## src/rtl/bg1_index_fetch.sv

```systemverilog
// Background layer 1 index fetch: maps the VGA beam position (with a
// per-frame horizontal scroll) to a background index ROM address and
// returns the palette index three cycles later.
//
// Ports:
//   Clk             system clock, rising edge
//   Reset           synchronous active-high reset
//   DrawX, DrawY    current VGA column / row
//   vs              VGA vertical sync (active low); falling edge = frame boundary
//   scroll_en       advance scroll_x by scroll_step each frame
//   scroll_step     source pixels advanced per frame
//   scroll_load     request to load scroll_load_val at the next frame boundary
//   scroll_load_val requested scroll offset (wrapped once at IMG_W)
//   rom_addr        registered index ROM address
//   rom_data        ROM output, valid one cycle after rom_addr
//   index           palette index (0 outside the active area)
//   index_valid     index belongs to an active-area pixel
//   scroll_x        current horizontal scroll offset
module bg1_index_fetch #(
  parameter int IMG_W = 320,
  parameter int IMG_H = 240
) (
  input  logic        Clk,
  input  logic        Reset,
  input  logic [9:0]  DrawX,
  input  logic [9:0]  DrawY,
  input  logic        vs,
  input  logic        scroll_en,
  input  logic [2:0]  scroll_step,
  input  logic        scroll_load,
  input  logic [8:0]  scroll_load_val,
  output logic [16:0] rom_addr,
  input  logic [3:0]  rom_data,
  output logic [3:0]  index,
  output logic        index_valid,
  output logic [8:0]  scroll_x
);

  localparam logic [9:0] IMG_W10 = 10'(IMG_W);
  localparam logic [8:0] IMG_W9  = 9'(IMG_W);
  localparam logic [8:0] IMG_H9  = 9'(IMG_H);

  typedef enum logic {IDLE, UPDATE} state_t;

  state_t      state, state_next;
  logic        vs_q;
  logic        boundary;
  logic        load_pend;
  logic [8:0]  load_val;
  logic        act1, act2;

  logic        active;
  logic [9:0]  sx_sum;
  logic [9:0]  sx;
  logic [16:0] sy17;
  logic [16:0] row_base;
  logic [16:0] addr_next;
  logic [8:0]  step_sum;
  logic [8:0]  step_wrap;
  logic [8:0]  load_wrap;

  // Rows past the image height are also treated as inactive so a shorter
  // image never reads beyond its own rows; for the default size this is
  // identical to DrawY < 480.
  assign active = (DrawX < 10'd640) && (DrawY < 10'd480) && (DrawY[9:1] < IMG_H9);

  // Both operands are below IMG_W, so one conditional subtraction wraps.
  assign sx_sum = {1'b0, DrawX[9:1]} + {1'b0, scroll_x};
  assign sx     = (sx_sum >= IMG_W10) ? (sx_sum - IMG_W10) : sx_sum;
  assign sy17   = {8'd0, DrawY[9:1]};

  generate
    if (IMG_W == 320) begin : g_row_shift
      assign row_base = (sy17 << 8) + (sy17 << 6);
    end else begin : g_row_mul
      assign row_base = 17'(sy17 * IMG_W);
    end
  endgenerate

  assign addr_next = row_base + {7'd0, sx};

  // Stage 1 address, stage 2 valid follows the ROM read, stage 3 output.
  always_ff @(posedge Clk) begin
    if (Reset) begin
      rom_addr    <= '0;
      act1        <= 1'b0;
      act2        <= 1'b0;
      index       <= '0;
      index_valid <= 1'b0;
    end else begin
      rom_addr    <= active ? addr_next : 17'd0;
      act1        <= active;
      act2        <= act1;
      index       <= act2 ? rom_data : 4'd0;
      index_valid <= act2;
    end
  end

  assign boundary = vs_q && !vs;

  always_ff @(posedge Clk) begin
    if (Reset) begin
      state <= IDLE;
      vs_q  <= 1'b1;
    end else begin
      state <= state_next;
      vs_q  <= vs;
    end
  end

  always_comb begin
    state_next = state;
    case (state)
      IDLE:    if (boundary) state_next = UPDATE;
      UPDATE:  state_next = IDLE;
      default: state_next = IDLE;
    endcase
  end

  assign step_sum  = scroll_x + {6'd0, scroll_step};
  assign step_wrap = (step_sum >= IMG_W9) ? (step_sum - IMG_W9) : step_sum;
  assign load_wrap = (load_val >= IMG_W9) ? (load_val - IMG_W9) : load_val;

  // A load arriving in the UPDATE cycle re-arms the pending flag after the
  // older pending value has been consumed, so it lands next frame.
  always_ff @(posedge Clk) begin
    if (Reset) begin
      scroll_x  <= '0;
      load_pend <= 1'b0;
      load_val  <= '0;
    end else begin
      if (state == UPDATE) begin
        if (load_pend) begin
          scroll_x  <= load_wrap;
          load_pend <= 1'b0;
        end else if (scroll_en) begin
          scroll_x <= step_wrap;
        end
      end
      if (scroll_load) begin
        load_pend <= 1'b1;
        load_val  <= scroll_load_val;
      end
    end
  end

endmodule

```

## config.mk

```make
export PLATFORM = sky130hd
export DESIGN_NAME = bg1_index_fetch
export DESIGN_NICKNAME = d
export VERILOG_FILES = /design/src/rtl/bg1_index_fetch.sv
export SDC_FILE = /design/constraint.sdc
export NUM_CORES = 1
export LEC_CHECK = 0
export BUFFER_PORTS_ARGS = -buffer_cell sky130_fd_sc_hd__buf_2
export CORE_MARGIN = 10
export CORE_UTILIZATION = 55
export CTS_BUF_LIST = sky130_fd_sc_hd__clkbuf_4 sky130_fd_sc_hd__clkbuf_8
export DETAILED_ROUTE_END_ITERATION = 12
export PLACE_DENSITY = 0.82
export RECOVER_POWER = 100
export SLEW_MARGIN = 15
export SYNTH_ARGS = -nofsm -noshare
export SYNTH_HDL_FRONTEND = slang
export SYNTH_SLANG_ARGS = --single-unit
```

## constraint.sdc

```tcl
create_clock -name Clk -period 7.8 [get_ports Clk]
set_clock_uncertainty 0.2 [all_clocks]
set_input_delay 2.34 -clock Clk [delete_from_list [all_inputs] [get_ports Clk]]
set_output_delay 2.34 -clock Clk [all_outputs]
set_load 0.02 [all_outputs]
```

# Yosys cells after proc, flatten, opt, wreduce, memory -nomap -nowiden
# Index checks and enable logic that the tools add are counted.
# word_totals
reg_bits	45
output_inout_bits	31
# op_classes
bitwise	3
reduce_logical	9
n_mux	9
magnitude_cmp	6
add_sub_neg	7
# op_table
op	n
$mux W9	4
$ge A9 B9 Y1 const B	2
$sub A9 B9 Y9 const B	2
$add A17 B10 Y17	1
$add A17 B15 Y17	1
$add A9 B9 Y10	1
$ge A10 B9 Y1 const B	1
$lt A10 B10 Y1 const B	1
$lt A10 B9 Y1 const B	1
$mux W10	1
$sub A10 B9 Y10 const B	1
$add A9 B3 Y9	1
$lt A9 B8 Y1 const B	1
$reduce_bool A2 Y1	2
$reduce_or A2 Y1	2
$logic_and A1 B1 Y1	3
$mux W1	3
$not A1 Y1	3
$pmux W1 S2	1
$reduce_and A2 Y1	1
$logic_not A1 Y1	1

# Longest topological paths before layout
# logic_depth
depth_word	5
depth_mapped	19
depth_no_buf	19

# Worst setup path before layout
# OpenSTA, ideal clock, no wires.
# synth_timing
kind	input-to-reg
start	in DrawX[1]
end	reg rom_addr[14]
arrival_ps	5949
setup_ps	78
n_path_buf	0
cell_stages	18
required_ps	7522
setup_slack_ps	1573
cell_sequence	ha_1 -> inv_1 -> fa_1 -> nor2b_1 -> o2111ai_1 -> nand3b_1 -> xor2_1 -> o21ai_1 -> mux2_1 -> fa_1 -> inv_1 -> ha_1 -> a21o_1 -> a21oi_1 -> o21ai_1 -> a2111o_1 -> and3_1 -> nor3_1
# synth_between
elab_chain_cells	5
elab_cells_between_ends	10
# synth_rtl
item	line	text
start, declared	25	input logic [9:0] DrawX,
branches (longest 5 deep; another with $add A17 B10 Y17)	n/a	
end signal, assigned	91	rom_addr <= active ? addr_next : 17'd0;
end, declared	32	output logic [16:0] rom_addr,
# Parallel ways; which one is timed is not known.
# A chain may end at the register's enable or synchronous reset.

# Final worst setup path
# layout_timing
start	in DrawX[2]
end	reg rom_addr[14]
# The elaborated chain is that of the path after synthesis.

==> impl_metrics.csv <==
group,metric,value,unit
timing,tightest_slew,1.102,ns
clocking,clock_latency,0.29,ns
placed_design,port_buffers,69,
layout,fin_area,3263,um^2
layout,area_delta_synth_final,14.29,%
floorplanning,core_area,5075,um^2
worst_setup_path,critPathCapture,"rom_addr[14]",
worst_setup_path,crit_path_max_fanout,4,
logic_synthesis,async_flop_share,0,%
global_routing,grt_use_met1,16.56,%
worst_setup_path,crit_chain,"clkbuf_1, ha_1, a211oi_1, o21ai_0, o22ai_1, xnor2_1, o21ai_0, mux2_1, fa_1, inv_1, ha_1, a21o_1, a21oi_1, o21ai_0, a2111o_1, and3_1, nor3_1",
layout,drive_gt1_share,13.32,%
routing,wirelength,6528,um
routing,wl_per_cell,14.41,um
worst_setup_path,critPathCaptureType,"flop",
pwr,ir_drop,0.1277,mV
layout,num_antenna_cells,0,
floorplanning,ioPinCount,72,
worst_setup_path,regToRegStartpoint,"scroll_x[1]",
clocking,cts_max_path_buffers,2,
timing,finalMaxSlewViolations,0,
floorplanning,initial_core_util,56.26,%
clocking,cts_tree,"yes",
timing,finalSetupTns,0,ns
worst_setup_path,rr_worst_depth,16,
global_routing,top_usage_layer,"met2",
clocking,ctsHoldBuffers,0,
global_routing,met3_usage,4.156,%
clocking,cts-buffers-inserted,5,
logic_synthesis,ys_seq_area_share,31.55,%
run,cap_violations,0,
logic_synthesis,avgSynthCellArea,9.036,um^2
floorplanning,fp.dieH,92.05,um
status,status,"finished clean",
timing,finalCritPeriodShare,83.74,%
routing,vias,2457,
routing,final_antenna_net_count,0,
global_routing,grtUsageMet2,28.53,%
clocking,postCtsSetupBuffers,0,
placed_design,dp_hpwl,5181,um
logic_synthesis,yosys_warnings,0,
worst_setup_path,crit_start,"DrawX[2]",
worst_setup_path,rr_endpoint,"rom_addr[14]",
worst_hold_path,hold_path.class,"flop to flop",
floorplanning,die_area,8473,um^2
logic_synthesis,synth_edf_count,0,
logic_synthesis,synth_cells,316,
global_routing,grt_pass1_wl,11220,um
worst_setup_path,cp.required,7.81,ns
clocking,clkSinkCount,45,
timing,hold_viol,0,
floorplanning,die_x,92.05,um
clocking,cts_root_buf,"clkbuf_8",
layout,fillCellCount,469,
logic_synthesis,synth_cell_types,59,
routing,viasPerCell,5.424,
routing,drtIter0Drc,105,
layout,fin_nets,460,
worst_setup_path,crit_type,"input port to flop",
timing,max_freq,0.1531,GHz
worst_setup_path,cp_common_cell,"o21ai_0",
worst_setup_path,r2r_slack,2.99,ns
layout,finalNonFillerCells,453,
pwr,power.density,168.5,nW/um^2
timing,setup_viol,0,
timing,slew_headroom,26.55,%
worst_setup_path,worst_setup_path_start_kind,"input port",
floorplanning,rows,26,
timing,rsz0062_at_grt,"false",
worst_setup_path,crit_slowest_cell,"fa_1",
logic_synthesis,synth-seq-cells,45,
clocking,cts_max_level,2,
routing,drc,0,
worst_setup_path,crit_path_max_incr_delay,0.53,ns
global_routing,grt_overflow_total,0,
logic_synthesis,synthesis.nets,394,
global_routing,track_usage,15.58,%
pwr,leakagePower,0.001462,uW
global_routing,grt_start_max_net_pins,26,
worst_setup_path,arrival,6.54,ns
global_routing,grt_pass1_vias,2526,
layout,postLayoutCoreUtil,64.30,%
routing,first_pass_iters,4,
logic_synthesis,netlist_area,2855,um^2
logic_synthesis,synth-main-ff-cell,"dfxtp_1",
placed_design,gp_congestion,0.8610,
clocking,cts.clk_slew.worst_paths,0.08,ns
placed_design,place_area,3236,um^2
timing,min_period,6.532,ns
clocking,ctsResizeCount,0,
placed_design,dp_cells,445,
global_routing,antenna_found_initial,0,
==> worst max-delay path: cells and delay by family <==
family,cells,cell delay (ns)
AO/OA/AOI/OAI,8,2.07
XOR/XNOR,1,0.22
buffers and inverters,2,0.15
AND/OR/NAND/NOR,2,0.30
multiplexers,1,0.33
adder cells (fa/ha/maj),3,1.13
==> layer usage <==
layer | wire, um | part of all wire (%)
met1 | 2729 | 42
met2 | 3376 | 52
met3 | 305 | 4.7
met4 | 117 | 1.8
met5 | 0 | 0
==> metrics by stage <==
stage / hold slack (ns) / power (uW) / setup slack (ns)
2_1_floorplan: 0.2138 / 344.6 / 1.573
4_1_cts: 0.2616 / 561.6 / 1.473
3_5_place_dp: 0.2472 / 380.3 / 1.171
5_1_grt: 0.2760 / 587.2 / 0.9249
6_report: 0.2583 / 549.9 / 1.268
3_3_place_gp: 0.2299 / 375.5 / 1.199
==> registers in the layout, summed over array words and instances, names as in the netlist <==
| signal | count |
|---|---|
| rom_addr | 17 |
| load_val | 9 |
| scroll_x | 9 |
| index | 4 |
| act1 | 1 |
| act2 | 1 |
| index_valid | 1 |
| load_pend | 1 |
| state | 1 |
| vs_q | 1 |
==> area by class of cell <==
type / count / area [um^2] / share of cell area (%)
tap: 70 / 87.58 / 2.684
clock buffer: 6 / 76.32 / 2.339
inverter: 20 / 75.07 / 2.301
timing repair buffer: 69 / 302.8 / 9.279
sequential: 45 / 900.9 / 27.61
clock inverter: 2 / 38.79 / 1.189
multi-input combinational: 241 / 1782 / 54.60
==> cells in the mapped netlist (4+ instances only) <==
master    count  area share (%)
a211oi_1      5             1.3
ha_1         32              14
and2_1       10             2.2
inv_1        20             2.6
nand2_1      13             1.7
mux2i_1      13             4.6
fa_1          5             3.5
xor2_1        6             1.8
xnor2_1       4             1.2
o21ai_0      12             2.1
nor2_1       42             5.5
nor2b_1       6             1.3
a21oi_1      14             2.5
nor3_1       14             2.5
nand3_1       4            0.70
o21ai_1       7             1.2
dfxtp_1      45              32
clkbuf_1      7            0.92
==> logic make-up (layout without fill, tap and decap cells) <==
kind of cell             count (synthesis)  count (layout)  share of synthesized area [%]
buffers and inverters                   30              97                          4.470
AO/OA/AOI/OAI                           68              68                          16.74
adder cells (fa/ha/maj)                 37              37                          17.53
AND/OR/NAND/NOR                        110             110                          19.76
XOR/XNOR                                12              12                          4.996
flip-flops                              45              45                          31.55
multiplexers                            14              14                          4.952
==> placed cells by master, fill, tap and decap left out, types with 14 or more instances in the layout <==
cell type / Yosys / final
a21oi_1: 14 / 14
buf_2: 0 / 35
clkbuf_1: 7 / 34
dfxtp_1: 45 / 45
ha_1: 32 / 32
inv_1: 20 / 20
nor2_1: 42 / 42
nor3_1: 14 / 14
o21ai_0: 12 / 16
==> worst min path at each step <==
stage / startpoint / end / cells past startpoint
finish: vs_q / state / 1
global route: act1 / act2 / 1
CTS: vs_q / state / 1
detailed placement: act1 / act2 / 1
global placement: act1 / act2 / 1
floorplan: act1 / act2 / 1
==> power breakdown <==
group	internal [uW]	switching [uW]	leakage, uW
Combinational	51.5	69.6	0.00104
Clock	99.7	78.9	0.0000588
Sequential	241	9.50	0.000368
No activity file was read; power rests on OpenSTA's default activity.
